--- src/rtl/serial_op_unit.sv ---
// serial_op_unit: bit-serial evaluator for the shift (<<, >>, >>>) and
// reduction (&, |, ^) operators. One bit-step per clock under a
// start/busy/done handshake; the result is held until the next completion.
module serial_op_unit #(
    parameter int W  = 32,
    parameter int AW = 6
) (
    input  logic          clk,
    input  logic          rst,
    input  logic          start,
    input  logic [2:0]    op,
    input  logic [W-1:0]  a,
    input  logic [AW-1:0] amt,
    output logic          busy,
    output logic          done,
    output logic [W-1:0]  result
);

    typedef enum logic [1:0] {S_IDLE, S_RUN, S_DONE} state_t;

    localparam logic [2:0] OP_SLL  = 3'd0;
    localparam logic [2:0] OP_SRL  = 3'd1;
    localparam logic [2:0] OP_SRA  = 3'd2;
    localparam logic [2:0] OP_RAND = 3'd3;
    localparam logic [2:0] OP_ROR  = 3'd4;
    localparam logic [2:0] OP_RXOR = 3'd5;

    // W always fits in the amount width, so the step counter shares it.
    localparam logic [AW-1:0] W_AMT = AW'(W);
    localparam logic [AW-1:0] ONE   = {{(AW-1){1'b0}}, 1'b1};

    state_t          state_q, state_d;
    logic [2:0]      op_q, op_d;
    logic [W-1:0]    work_q, work_d;
    logic            acc_q, acc_d;
    logic            msb_q, msb_d;
    logic [AW-1:0]   cnt_q, cnt_d;
    logic [W-1:0]    result_q, result_d;

    logic [W-1:0]    work_step;
    logic            acc_step;
    logic [AW-1:0]   n_start;
    logic            op_is_shift;
    logic            op_q_is_red;

    assign op_is_shift = (op == OP_SLL) || (op == OP_SRL) || (op == OP_SRA);
    assign op_q_is_red = (op_q == OP_RAND) || (op_q == OP_ROR) || (op_q == OP_RXOR);

    // Step count for a fresh request: clamped shift amount, full width for
    // reductions, zero for illegal opcodes (they finish straight away).
    always_comb begin
        n_start = '0;
        case (op)
            OP_SLL, OP_SRL, OP_SRA:  n_start = (amt >= W_AMT) ? W_AMT : amt;
            OP_RAND, OP_ROR, OP_RXOR: n_start = W_AMT;
            default:                 n_start = '0;
        endcase
    end

    // One serial step of the captured operation on the working register.
    always_comb begin
        work_step = work_q;
        acc_step  = acc_q;
        case (op_q)
            OP_SLL:  work_step = work_q << 1;
            OP_SRL:  work_step = work_q >> 1;
            OP_SRA:  work_step = {msb_q, work_q[W-1:1]};
            OP_RAND: begin
                acc_step  = acc_q & work_q[0];
                work_step = work_q >> 1;
            end
            OP_ROR: begin
                acc_step  = acc_q | work_q[0];
                work_step = work_q >> 1;
            end
            OP_RXOR: begin
                acc_step  = acc_q ^ work_q[0];
                work_step = work_q >> 1;
            end
            default: ;
        endcase
    end

    // Next-state and datapath control for IDLE -> RUN -> DONE.
    always_comb begin
        state_d  = state_q;
        op_d     = op_q;
        work_d   = work_q;
        acc_d    = acc_q;
        msb_d    = msb_q;
        cnt_d    = cnt_q;
        result_d = result_q;
        case (state_q)
            S_IDLE: begin
                if (start) begin
                    op_d   = op;
                    work_d = a;
                    msb_d  = a[W-1];
                    acc_d  = (op == OP_RAND);
                    cnt_d  = n_start;
                    if (n_start != '0) begin
                        state_d = S_RUN;
                    end else begin
                        // Zero-length: shift by 0 passes a through, illegal gives 0.
                        state_d  = S_DONE;
                        result_d = op_is_shift ? a : '0;
                    end
                end
            end
            S_RUN: begin
                work_d = work_step;
                acc_d  = acc_step;
                cnt_d  = cnt_q - ONE;
                if (cnt_q == ONE) begin
                    state_d  = S_DONE;
                    result_d = op_q_is_red ? {{(W-1){1'b0}}, acc_step} : work_step;
                end
            end
            S_DONE:  state_d = S_IDLE;
            default: state_d = S_IDLE;
        endcase
    end

    // State and datapath registers; reset aborts any request in flight.
    always_ff @(posedge clk or posedge rst) begin
        if (rst) begin
            state_q  <= S_IDLE;
            op_q     <= '0;
            work_q   <= '0;
            acc_q    <= 1'b0;
            msb_q    <= 1'b0;
            cnt_q    <= '0;
            result_q <= '0;
        end else begin
            state_q  <= state_d;
            op_q     <= op_d;
            work_q   <= work_d;
            acc_q    <= acc_d;
            msb_q    <= msb_d;
            cnt_q    <= cnt_d;
            result_q <= result_d;
        end
    end

    assign busy   = (state_q != S_IDLE);
    assign done   = (state_q == S_DONE);
    assign result = result_q;

endmodule

--- config.mk ---
export PLATFORM = sky130hd
export DESIGN_NAME = serial_op_unit
export DESIGN_NICKNAME = d
export VERILOG_FILES = /design/src/rtl/serial_op_unit.sv
export SDC_FILE = /design/constraint.sdc
export NUM_CORES = 1
export LEC_CHECK = 0
export CORE_AREA = 2 2 99 101
export CTS_CLUSTER_DIAMETER = 40
export DETAILED_ROUTE_END_ITERATION = 10
export DIE_AREA = 0 0 101 103
export GPL_ROUTABILITY_DRIVEN = 1
export GPL_TIMING_DRIVEN = 0
export PLACE_DENSITY = 0.8
export SETUP_SLACK_MARGIN = 0.5
export SLEW_MARGIN = 20
export SYNTH_ARGS = -nofsm -noshare
export SYNTH_HDL_FRONTEND = slang
export SYNTH_SLANG_ARGS = --single-unit
--- constraint.sdc ---
create_clock -name clk -period 2.9 [get_ports clk]
set_input_delay 0.435 -clock clk [delete_from_list [all_inputs] [get_ports clk]]
set_output_delay 0.435 -clock clk [all_outputs]
set_load 0.01 [all_outputs]
Yosys cells after proc, flatten, opt, wreduce, memory -nomap -nowiden
Cells that the tools add are included.

operators by class
  add/sub/neg operators = 1
  magnitude comparators = 1
  equal/unequal tests = 16
  mux-type cells = 20
  bitwise logic cells = 3
  reductions and logical operators = 17

operator list
  kind                                                                 count
  32-bit two-way mux                                                   6
  32-bit case mux with 2 select lines                                  2
  32-bit case mux with 3 select lines                                  1
  6-bit case mux with 2 select lines                                   2
  3-bit by 2-bit == test with 1-bit output (second input constant)     4
  3-bit == test (second input constant)                                4
  6-bit two-way mux                                                    2
  3-bit by 1-bit == test with 1-bit output (second input constant)     2
  6-bit by 1-bit == test with 1-bit output (second input constant)     1
  6-bit >= comparator (second input constant)                          1
  3-bit logical NOT                                                    2
  2-bit two-way mux                                                    3
  2-bit inequality test (second input constant)                        3
  2-bit AND reduction                                                  3
  6-bit nonzero test                                                   1
  3-bit OR reduction                                                   2
  6-bit by 1-bit subtractor with 6-bit output (second input constant)  1
  1-bit logical OR                                                     4
  2-bit case mux with 2 select lines                                   1
  4-bit AND reduction                                                  1
  2-bit nonzero test                                                   2
  4-bit OR reduction                                                   1
  1-bit case mux with 3 select lines                                   1
  2-bit by 1-bit == test with 1-bit output (second input constant)     1
  7 further kinds                                                      7

storage, ports and cells
  flip-flop bits (word level) = 77
  input port bits = 44
  output and inout bits = 34
  word-level logic and storage cells = 65

Longest topological paths before layout
Gate-level depths: netlist (run 1).

  depth after elaboration = 7
  gate-level depth with buffers = 8
  depth with buffers taken out = 6

Worst setup path after synthesis (run 1)
No wires, ideal clock.

  kind = register to register
  start point = reg state_q[1]
  end point = reg work_q[10]
  setup time = 0.118 ns
  data arrival time = 1.567 ns
  data required time = 2.782 ns
  setup slack = 1.215 ns
  cell stages (with the launch flop) = 8
  buffers on the path = 3
  clock period less this slack = 1.685 ns
  path through = dfrtp_1 -> buf_2 -> or3b_2 -> buf_2 -> buf_6 -> nand2_1 -> a21oi_1 -> a21o_1

between the ends
  longest elaborated chain between the ends = 3
  elaborated cells on any way between the ends = 6
  those cells by class = eq/ne: 2; mux: 1; reduce/logical: 3

ends and longest elaborated chain
  what                                                                                  line  source
  from (decl)                                                                           32    state_t state_q, state_d;
  from (signal assigned)                                                                135   state_q <= state_d;
  2-bit by 1-bit == test with 1-bit output / 2-bit logical NOT (equally long branches)  93    case (state_q)
  2-bit nonzero test (no source line) / 2-bit inequality test (equally long branches)   n/a
  2-bit AND reduction (no source line)                                                  n/a
  to (signal assigned)                                                                  137   work_q <= work_d;
  to (decl)                                                                             34    logic [W-1:0] work_q, work_d;

Parallel ways exist; a longest one is shown, timed or not.
A chain may end at the register's enable or synchronous reset.

Worst setup path in the final report (run 1)
  start point = reg state_q[0]
  end point = out busy

between the ends
  longest elaborated chain between the ends = 1

ends and longest elaborated chain
  what                line  source
  2-bit nonzero test  145   assign busy = (state_q != S_IDLE);
  to (decl)           14    output logic busy,

No other way between the ends.

==> results.md, run 1 <==
* Vias in the first global route at 4,790
* P_leak at 2.72 nW
* CORE AREA at 9460 µm²
* Post-Synth Simple-Gate Area at 25.9%
* Post-DRT Antenna Nets at 0
* Fin. max-slew vios at 0
* Row cnt at 36
* Most common cell in the synthesized netlist: nand2_1
* Ant. Diodes at 0
* Crit share post-route at 77.5%
* Gr usage total at 28.2%
* Syn Inst Count at 595
* Post-synthesis async set-or-reset flop share at 100%
* First-pass GRT wire length at between 20,000 and 25,000 µm
* Post-synthesis cell area at 4890 µm²
* Area post-placement at 5840 µm²
* Critical Path End Type: primary output
* CP Cell Sequence: clkbuf_2, or2_2, clkdlybuf4s50_1
* Worst path bufs/invs at 2
* H-tree levels at 3
* Placed Instances at 788
* Critical Path Source Type: flip-flop
* Seq cells post-synth at 77
* Die X at 101 µm
* Finished Layout Cells at about 800
* Net Count, Synth at around 640
* Worst vdd ir at around 0.57 mV
* NumNets Final at 733
* Final setup fails at 0
* Synth top cells by count: nand2_1, dfrtp_1, nor2_1, a21oi_1, a22oi_1
* Synth warn at 0
* Root buf cell: clkbuf_8
* Routed wire length at 14,200 µm
* Routability cong. at 0.980
* Num Clock Sinks at 77
* Initial core utilization at 51.7%
* Worst Path Required at between 2000 and 2500 ps
* Worst rel slew slack at 60.7%
* Main flop type after synthesis: dfrtp_1
* Worst Path Max Fanout at 10
* Initial antenna violation count at 0
* CTS Buffer Depth at 2
* Share of the synthesized area in the top cell type at 39.4%
* Largest family of logic cells by synthesized area: compound AO/OA/AOI/OAI gates
* Total negative slack at 0 ps
* Hold Violations, Final at 0
* Setup CP Type: reg -> out
* Clock slew at reported path FFs at around 90 ps
* CP max-delay cell: clkdlybuf4s50_1
* Main area contributors after synthesis: dfrtp_1, nand2_1, nor2_1, a21oi_1, a22oi_1
* Number of filler cells placed in the layout at 807
* Number of enable flip-flop cells after synthesis at 0
* Num CTS Buffers at 9
* Post-synthesis sequential area ratio at between 30% and 40%
* Post-layout util at between 60 and 70%
* Clock Skew at 8.34 ps
* RSZ-0062 raised after global routing: false
* Compound-cell area share of the yosys netlist at 26.5%
* Hold Path Class: in -> async
* Hpwl dp at 10,100 µm
* Max Cap Viol at 0
* TritonCTS clock tree: done
* Synthesized area per cell at 8.21 µm²
* Outcome: finished clean
* Mux cell area share after synthesis at 1.25%
* Vias at between 4,000 and 5,000
* Fin Hold WS at about 400 ps
* Global route total overflow at 0
* Crit path DAT at 1810 ps
* Area growth from synthesis to layout at 25.1%
* Adder-Cell Fraction of Synth Area at 1.02%
* Drc violations at 0
* XOR/XNOR Fraction of Synth Area at less than 1%
* Wire per inst at 17.7 µm
* Post-CTS Hold Fix Bufs at 0
* Tightest Pin Transition at between 500 and 600 ps
* Cell family with most CP delay: buffers and inverters
* Ratio of cells with drive above 1 in the final layout at 9.71%
* Largest net degree at the start of global routing at 33
* DRT iter0 DRCs at 385
* FMAX at between 0.4 and 0.5 GHz
* Vias/cell at 6.05
* PwrDens at 1220 nW/µm²
* Io pins at 78
* Yosys top cell by area: dfrtp_1
* Final instance area at 6110 µm²
* Pre-Repair DR Iteration Count at 5
* Number of port buffers at 77
* Die Y at a little over 100 µm
* Unique masters post-synth at 49
* Clock latency on the worst-skew pair at between 300 and 400 ps
* Max stage delay on crit path at 480 ps
* Post-layout min period at 2250 ps
* Die area at 10,400 µm²
[cell usage in the layout, fill, tap and decap left out, types with 4 or more instances in the layout]
cell type / synthesis / final
buf_2: 21 / 21
nand2_1: 85 / 85
nand3_1: 31 / 31
a2bb2oi_1: 26 / 26
clkbuf_1: 21 / 20
nor2b_1: 4 / 4
inv_1: 7 / 6
clkbuf_8: 0 / 9
a21oi_1: 52 / 52
a21oi_2: 10 / 10
mux2i_1: 5 / 5
a31oi_1: 8 / 8
nor2_1: 70 / 70
a22oi_1: 32 / 32
o21ai_0: 12 / 12
and3_1: 4 / 4
clkdlybuf4s50_1: 0 / 77
nand2b_1: 28 / 28
dfrtp_1: 77 / 77
buf_4: 4 / 4
nand3b_1: 26 / 26
a21o_1: 28 / 28
bufinv_16: 0 / 4
ha_1: 4 / 4
[sequential cells by signal, summed over array words and instances (netlist names)]
name	flops
acc_q	1
cnt_q	6
msb_q	1
op_q	3
result	32
state_q	2
work_q	32
[worst paths after layout]
path	startpoint	to	slack (ps)	depth (start not counted)
setup / recovery	state_q[0]	busy	650	3
hold / removal	rst	result[7]	400	2
setup reg to reg	state_q[0]	result[30]	820	7
hold reg to reg	msb_q	msb_q	500	2
max in group asynchronous	rst	result[20]	2010	3
min in group clk	msb_q	msb_q	500	2
[stage by stage]
step	total power, mW	worst slack (ps)
final	7.47	653
after global routing	8.01	589
after CTS	7.42	567
after detailed placement	6.30	336
after global placement	6.17	362
after floorplan	4.86	1210
[cells by family after synthesis]
group	count (synthesis)
AOI/OAI and AO/OA	187
buffers and inverters	58
muxes	6
adders and majority gates	4
and+or+nand+nor	262
xor gates and xnor gates	1
DFF	77
[worst reg2reg max path: stages (launching register included)]
cell and delay, ps:
dfrtp_1 460, nand2b_1 110, buf_2 230, nand2_1 80, nor2_1 320, clkbuf_1 440
a22oi_1 200, a21oi_2 170
[routing by layer]
| layer | track usage, % | vias up | part of all wire (%) |
|---|---|---|---|
| met5 | 0 | - | 0 |
| met4 | 13.4 | 0 | 2.5 |
| met3 | 3.39 | 28 | 6.8 |
| met2 | 45.9 | 219 | 47 |
| met1 | 37.6 | 2328 | 43 |
| li1 | - | 2293 | - |
[power by group]
| part | internal [mW] | total [mW] | switching [mW] |
|---|---|---|---|
| Combinational | 1.92 | 4.35 | 2.43 |
| Clock | 0.665 | 1.11 | 0.445 |
| Sequential | 1.59 | 2.01 | 0.421 |
| Total | 4.17 | 7.47 | 3.30 |
[layout make-up]
cell class              count  area (µm²)  area share [%]
multi-input cells         460        2680            43.8
flip-flops and latches     77        1930            31.5
repair buffers             79         811            13.3
plain buffers              51         256            4.19
clock inverters             7         145            2.37
well taps                 114         143            2.33
clock buffers               9         124            2.03
inverters                   7        30.0           0.491
[what timing repair did]
action,CTS,global route
buffers inserted,0,0
setup endpoints to repair,0,1
resized for setup,0,2
(Power assumes the default switching activity.)
==> run 2: changes to the inputs <==
CORE_AREA = 2 2 103 105   (was 2 2 99 101)
DIE_AREA = 0 0 105 107   (was 0 0 101 103)
PLACE_DENSITY = 0.78   (was 0.8)
clock period = 1.95 ns   (was 2.9 ns; I/O delays follow)
==> results.md, run 2 (synthesis gave the netlist of run 1 again) <==
* Outcome: finished clean
* Num CTS Buffers at 9 (unchanged)
* Gr usage total at 30.2% (+2.0 points)
* Crit share post-route at 92.8%
* Most frequent cells in the layout: dfrtp_1, a21oi_2, nand2_1
* PwrDens at 1850 nW/µm² (+52%)
* NumNets Final at 775 (+5.7%)
* Post-layout min period at 1810 ps
* Die X at 105 µm (+4.0%)
* Hold Path Class: in -> async
* Fin worst setup slack at 140 ps (-513 ps)
* FMAX at 0.553 GHz
* Final setup fails at 0 (unchanged)
* Post-CTS Hold Fix Bufs at 0 (unchanged)
* Clock slew at reported path FFs at 80 ps (about the same)
* Ant. Diodes at 0 (unchanged)
* First-pass GRT wire length at 27,000 µm (+16%)
* Max stage delay on crit path at 430 ps (-50 ps)
* Largest net degree at the start of global routing at 29 (-12%)
* Initial antenna violation count at 0 (unchanged)
* Worst Path Required at 2250 ps (-220 ps)
* Die Y at 107 µm (+3.9%)
* Ratio of cells with drive above 1 in the final layout at 35.2% (+26 points)
* Area growth from synthesis to layout at 55.7%
* Vias/cell at 6.40 (+5.6%)
* P_leak at 3.37 nW (+24%)
* Worst vdd ir at 0.982 mV (+71%)
* Die area at 11,200 µm² (+8.0%)
* Clock latency on the worst-skew pair at 370 ps (about the same)
* Max Cap Viol at 0 (unchanged)
* CTS Buffer Depth at 2 (unchanged)
* Hold Violations, Final at 0 (unchanged)
* Routability cong. at 0.937 (-4.4%)
* Root buf cell: clkbuf_8
* TritonCTS clock tree: done
* Fin. max-slew vios at 0 (unchanged)
* Clock Skew at 9.66 ps (+1.33 ps)
* Wire per inst at 21.5 µm (+22%)
* Critical Path Source Type: flip-flop
* Tightest Pin Transition at 588 ps (-1.23 ps)
* Initial core utilization at 48.4% (-3.2 points)
* Hpwl dp at 10,400 µm (+2.6%)
* CP Cell Sequence: buf_6, nand2b_1, buf_4, nand2_1, nor2_4, buf_4, a22oi_1, a21oi_2
* Routed wire length at 18,600 µm (+31%)
* Vias in the first global route at 5,254 (+9.7%)
* Crit path DAT at 2110 ps (+300 ps)
* Worst Path Max Fanout at 10 (unchanged)
* DRT iter0 DRCs at 737 (+91%)
* Setup CP Type: reg -> reg
* Critical Path End Type: flip-flop
* Pre-Repair DR Iteration Count at 8 (+3)
* Global route total overflow at 0 (unchanged)
* Number of port buffers at 77 (unchanged)
* Vias at 5,551 (+14%)
* Io pins at 78 (unchanged)
* Number of filler cells placed in the layout at 680 (-16%)
* Top cell by count, worst path: buf_4
* CP max-delay cell: dfrtp_2
* Drc violations at 0 (unchanged)
* Worst slack at placement at -571 ps (-907 ps)
* Num Clock Sinks at 77 (unchanged)
* CORE AREA at 10,100 µm² (+6.7%)
* Row cnt at 37 (+2.8%)
* Total negative slack at 0 ps (unchanged)
* Post-DRT Antenna Nets at 0 (unchanged)
* RSZ-0062 raised after global routing: true
* Worst rel slew slack at 60.5% (-0.11 points)
* Total Power at 14.1 mW (+89%)
* Most common cell after layout, fill and taps aside: dfrtp_1
* H-tree levels at 3 (unchanged)
-- run 2: changes by cell type in the layout (fill, tap and decap cells not counted), moves of 21 or more --
cell	change
buf_4	+23
dlygate4sd2_1	+35
clkdlybuf4s50_1	-38
nor2_1	-21
a21oi_2	+47
nand2_1	-35
a21oi_1	-47
nand2_4	+30
-- run 2: stage by stage --
stage	cells	utilization (%)	hold WS [ps]	cell area, µm²
6_report	868	75.4	320	7610
5_1_grt	868	75.4	383	7610
4_1_cts	856	70.7	337	7130
3_5_place_dp	810	59.8	456	6040
3_3_place_gp	808	59.4	460	6000
2_1_floorplan	595	-	398	5050
-- run 2: what timing repair did --
item / in CTS / in global routing
cloned: 4 / 3
setup buffers: 26 / 9
setup endpoints to repair: 111 / 79
pin swaps: 38 / 23
resized for setup: 218 / 91
-- run 2: layout make-up --
cell class	count	area (µm²)	area share, %
Buffer	51	548	7.20
Inverter	7	30.0	0.395
Clock buffer	12	145	1.91
Tap cell	136	170	2.24
Multi-Input combinational cell	460	3410	44.8
Clock inverter	4	95.1	1.25
Timing Repair Buffer	121	1280	16.9
Sequential cell	77	1930	25.4
-- run 2: final timing paths --
check | cells past startpoint | from | endpoint | slack (ps)
max | 8 | state_q[0] | result[15] | 140
min | 2 | rst | result[8] | 320
max reg2reg | 8 | state_q[0] | result[15] | 140
min reg2reg | 2 | result[14] | result[14] | 520
max in group asynchronous | 4 | rst | work_q[21] | 870
min in group clk | 3 | op[0] | op_q[0] | 390
-- run 2: routing by layer --
metal | global-route usage [%] | vias up | share of wire (%) | routed length [µm]
li1 | - | 2376 | - | -
met1 | 38.1 | 2687 | 39 | 7180
met2 | 50.5 | 388 | 49 | 9050
met3 | 5.41 | 100 | 7.9 | 1470
met4 | 13.7 | 0 | 5.0 | 941
met5 | 0 | - | 0 | 0
-- run 2: report_power, final --
| group | switching (mW) | leakage (nW) | internal [mW] |
|---|---|---|---|
| Clock | 0.635 | 0.121 | 0.886 |
| Combinational | 4.97 | 2.31 | 4.37 |
| Sequential | 0.862 | 0.940 | 2.37 |
-- run 2: critical path: cells and delay by family, from the launching register on --
family,cells,cell delay (ps)
buf+inv,3,570
compound gates,2,300
flops,1,430
simple gates,3,440
==> run 3: changes to the inputs <==
CELL_PAD_IN_SITES_DETAIL_PLACEMENT = 1   (was default)
CELL_PAD_IN_SITES_GLOBAL_PLACEMENT = 2   (was default)
CORE_AREA = 2 2 133 135   (was 2 2 103 105)
DIE_AREA = 0 0 135 137   (was 0 0 105 107)
==> results.md, run 3 (synthesis gave the netlist of run 1 again) <==
* Worst slack at placement at -667 ps (-96.2 ps)
* Routed wire length at 18,500 µm (-0.82%)
* CORE AREA at 17,100 µm² (+69%)
* Vias in the first global route at 5,332 (+1.5%)
* CP Cell Sequence: buf_4, nor3b_4, o21ai_2, a2bb2oi_4, buf_12, buf_12, clkbuf_16, a21oi_2
* Crit share post-route at 92.3% (-0.54 points)
* Number of port buffers at 77 (unchanged)
* Global route total overflow at 0 (unchanged)
* Critical Path End Type: flip-flop
* Num Clock Sinks at 77 (unchanged)
* Wire per inst at 19.5 µm (-9.0%)
* Multi-input gate area at 3210 µm² (-5.9%)
* PwrDens at 1790 nW/µm² (-3.2%)
* Initial antenna violation count at 0 (unchanged)
* P_leak at 3.26 nW (-3.2%)
* Die area at 18,500 µm² (+65%)
* Critical Path Source Type: flip-flop
* CTS Buffer Depth at 2 (unchanged)
* Area growth from synthesis to layout at 52.8%
* NumNets Final at 764 (-1.4%)
* Most frequent cells in the layout: dfrtp_1, nand2_1, nor2_1
* DRT iter0 DRCs at 242 (-67%)
* Largest net degree at the start of global routing at 33 (+14%)
* Fin. max-slew vios at 0 (unchanged)
* Hold Violations, Final at 0 (unchanged)
* H-tree levels at 3 (unchanged)
* Initial core utilization at 28.7% (-20 points)
* RSZ-0062 raised after global routing: true
* Pre-Repair DR Iteration Count at 4 (-4)
* Worst reg2reg setup slack at 150 ps (about the same)
* Critical path depth at 8 (unchanged)
* Worst Reg-to-Reg Cells at 8 (unchanged)
* Worst vdd ir at 0.702 mV (-29%)
* Crit path DAT at 2030 ps (-80 ps)
* Number of filler cells placed in the layout at 1,936 (+180%)
* Routability cong. at 0.847 (-9.5%)
* Io pins at 78 (unchanged)
* Num CTS Buffers at 9 (unchanged)
* Reg area at 1930 µm² (about the same)
* First-pass GRT wire length at 29,400 µm (+8.9%)
* Root buf cell: clkbuf_16
* Reg2Reg Launch Point: state_q[0]
* Outcome: finished clean
* Drc violations at 0 (unchanged)
* Worst Path Max Fanout at 6 (-4)
* Post-CTS Hold Fix Bufs at 0 (unchanged)
* CP Capture Point: result[16]
* TritonCTS clock tree: done
* Die Y at 137 µm (+28%)
* Total negative slack at 0 ps (unchanged)
* Top cell by count, worst path: buf_12
* Post-DRT Antenna Nets at 0 (unchanged)
* Fin worst setup slack at 151 ps (+10.5 ps)
* Post-layout min period at 1800 ps (-10.5 ps)
* Vias at 5,042 (-9.2%)
* Hpwl dp at 12,600 µm (+22%)
* Clock Skew at 10.6 ps (+0.929 ps)
* Final instance area at 7470 µm² (-1.9%)
* Worst r2r dst: result[16]
* Die X at 135 µm (+29%)
* Clock slew at reported path FFs at 60 ps (-20 ps)
* Cell family with most CP delay: buffers and inverters
* Worst rel slew slack at 64.7% (+4.2 points)
* Vias/cell at 5.33 (-17%)
* Gr usage total at 20.7% (-9.5 points)
* Worst path bufs/invs at 4 (+1)
* Worst setup startpoint: state_q[0]
* Hold Path Class: in -> async
* Clock latency on the worst-skew pair at 350 ps (-20 ps)
* Ratio of cells with drive above 1 in the final layout at 31.3% (-3.9 points)
* FMAX at 0.556 GHz (+0.58%)
* Tightest Pin Transition at 528 ps (-60.0 ps)
* Setup CP Type: reg -> reg
* Worst Path Required at 2180 ps (-70 ps)
* Max Cap Viol at 0 (unchanged)
* Row cnt at 48 (+30%)
* Ant. Diodes at 0 (unchanged)
* Final setup fails at 0 (unchanged)
* Max stage delay on crit path at 450 ps (+20 ps)
* Most common cell after layout, fill and taps aside: dfrtp_1
* CP max-delay cell: dfrtp_2
* Area post-placement at 6150 µm² (+1.8%)
## run 3: cell count changes in the layout (fill, tap and decap cells not counted), moves of 5 or more
cell,before,now
clkbuf_16,3,11
nand2_4,30,16
buf_12,14,8
a21oi_1,5,17
nand2_2,5,10
buf_6,22,17
nand2_1,50,59
clkbuf_8,12,5
a21oi_2,57,45
nor2_1,49,54
buf_4,27,22
## run 3: power by group
group / switching [mW] / internal, mW / total [mW] / leakage [nW]
clock: 0.713 / 0.998 / 1.71 / 0.148
combinational: 4.53 / 4.00 / 8.53 / 2.18
sequential: 0.762 / 2.38 / 3.14 / 0.938
total: 6.01 / 7.38 / 13.4 / 3.26
## run 3: through the flow
step	cells	total power, mW	hold WS [ps]	util (%)
detailed placement	899	10.0	485	36.0
global route	946	14.3	379	43.8
floorplan	595	7.55	398	-
CTS	942	13.1	349	42.8
global placement	897	9.78	466	35.8
finish	946	13.4	347	43.8
## run 3: cell type report
cell class | instances | share of cell area [%]
Timing Repair Buffer | 110 | 16.0
Clock inverter | 3 | 0.235
Clock buffer | 13 | 3.75
Sequential cell | 77 | 25.9
Tap cell | 225 | 3.77
Multi-Input combinational cell | 460 | 42.9
Buffer | 51 | 7.05
Inverter | 7 | 0.402
## run 3: how the worst min path moves through the flow
stage           from   endpoint  cells past startpoint
3_5_place_dp   msb_q      msb_q                      2
5_1_grt          rst  result[8]                      2
4_1_cts          rst  result[7]                      2
3_3_place_gp   msb_q      msb_q                      2
2_1_floorplan  a[31]      msb_q                      2
6_report         rst  result[8]                      2
## run 3: worst register-to-register path: stages (launching register included)
cell	delay, ps
dfrtp_2	450
buf_4	160
nor3b_4	250
o21ai_2	110
a2bb2oi_4	220
buf_12	180
buf_12	130
clkbuf_16	140
a21oi_2	50
## run 3: timing repair
| action | in CTS | in global routing |
|---|---|---|
| endpoints found under the setup margin | 111 | 79 |
| pin swaps | 24 | 11 |
| setup buffers | 20 | 3 |
| gates resized for setup | 214 | 43 |
| cloned | 7 | 1 |
## run 3: metal layers
layer | up-vias | track usage [%] | wire length (µm)
met1 | 2562 | 26.7 | 8390
met5 | - | 0 | 0
met3 | 24 | 2.96 | 521
met2 | 91 | 35.0 | 9220
li1 | 2365 | - | -
met4 | 0 | 7.81 | 363
==> RTL edit, RTL diff (config.mk and constraints of run 2) <==
Re-encode `state_t` (3 states) as one-hot, 3 bits wide.
--- a/src/rtl/serial_op_unit.sv
+++ b/src/rtl/serial_op_unit.sv
@@ -16,7 +16,7 @@
     output logic [W-1:0]  result
 );
 
-    typedef enum logic [1:0] {S_IDLE, S_RUN, S_DONE} state_t;
+    typedef enum logic [2:0] {S_IDLE = 3'b001, S_RUN = 3'b010, S_DONE = 3'b100} state_t;
 
     localparam logic [2:0] OP_SLL  = 3'd0;
     localparam logic [2:0] OP_SRL  = 3'd1;
Check against the original RTL: no difference found for any inputs over 4 cycles, from zero or initial values and one cycle with rst high; so few cycles prove little.
==> RTL edit against run 2 <==
The flow now finishes with violations (setup timing). Wire length decreased by 3.4%. Sequential cell count up 1. Core utilization is 2.8 points higher. Via count is 7.9% lower. Worst setup slack lost 0.58 ns. Power is 0.48% higher. Hold slack improved by 0.0024 ns. Synthesized area is 6.2% higher. Cell area is 3.8% higher. Global-route usage up 0.45 points. Non-clock buffer count shrank 3.
==> RTL edit: results <==
metrics = {
    "critical_path": {
        "r2r_start": "cnt_q[1]",
        "crit_path_top_delay_cell": "sky130_fd_sc_hd__clkdlybuf4s50_1",
        "cpPeakStageDelay_ns": 0.57,
        "cp-startpoint": "op[0]",
    },
    "placement": {
        "placedCellCount": 747,
        "hpwl_mm": 10.34,
        "postPlaceCellArea_um2": 6531,
    },
    "drt": {
        "routed-wl-met3_mm": 1.199,
        "num_vias": 5113,
        "firstDrtPassIters": 5,
        "wl_met1_mm": 7.001,
        "detailroute.wirelength.met2_mm": 9.121,
        "routed_wirelength_mm": 18.00,
        "drt_iter0_markers": 364,
    },
    "global_routing": {
        "vias_in_the_first_global_route": 5163,
        "grt_usage": 0.3063,
        "grt_pass1_wl_mm": 27.41,
        "grt_start_max_net_pins": 32,
        "grt.met1_usage": 0.3874,
        "groute.layer.met2.usage": 0.5232,
    },
    "pwr": {
        "comb_power_share": 0.688,
        "vdd_drop_max_mv": 0.9638,
        "intPower_mw": 8.006,
        "power.sequential.fraction": 0.223,
    },
    "synth": {
        "list_of_most_frequent_post_synthesis_cells": "80 x sky130_fd_sc_hd__nand2_1, 77 x sky130_fd_sc_hd__dfrtp_1, 36 x sky130_fd_sc_hd__a21oi_1",
        "synth_adder_area_share": 0.009646,
        "compound_cell_area_share_of_the_yosys_netlist": 0.1821,
        "post_synth_num_cell_types": 52,
        "syn-num-nets": 580,
        "largest_family_of_logic_cells_by_synthesized_area": "simple AND/OR/NAND/NOR gates",
    },
    "final_layout": {
        "nets": 708,
        "fraction_of_final_layout_cells_with_drive_strength_greater_than_1": 0.5053,
    },
    "sta": {
        "finClkSkew_ns": 0.005470,
        "fin_tns_setup_ns": -13.33,
        "setup_violations": 33,
        "max_slew_margin": 0.5302,
        "postLayoutSetupSlackWorst_ns": -0.4424,
    },
    "outcome": {
        "outcome": "finished with violations",
        "failed_checks": "setup timing",
    },
}
## RTL edit: final timing paths
path	endpoint	slack, ns	cells past startpoint
worst min-delay path	work_q[16]	0.32	2
worst max-delay path	result[11]	-0.44	8
min in group clk	op_q[2]	0.32	3
max in group asynchronous	state_q[0]	1.00	3
worst min register to register	result[26]	0.51	1
worst max register to register	result[11]	-0.37	9
## RTL edit: what timing repair did
| action | in CTS | in global routing |
|---|---|---|
| setup buffers | 29 | 6 |
| hold buffers | 0 | 0 |
| endpoints found under the setup margin | 111 | 79 |
| resized for setup | 164 | 97 |
| cloned | 3 | 0 |
| pin swaps | 10 | 37 |
## RTL edit: final cells by class
type / count / area, um2
clock buffer: 9 / 123.9
clock inverter: 7 / 65.06
buffer: 52 / 513.0
inverter: 8 / 41.29
sequential: 78 / 1956
multi-input combinational: 394 / 3840
tap: 136 / 170.2
timing repair buffer: 117 / 1189
fill: 681 / 2195
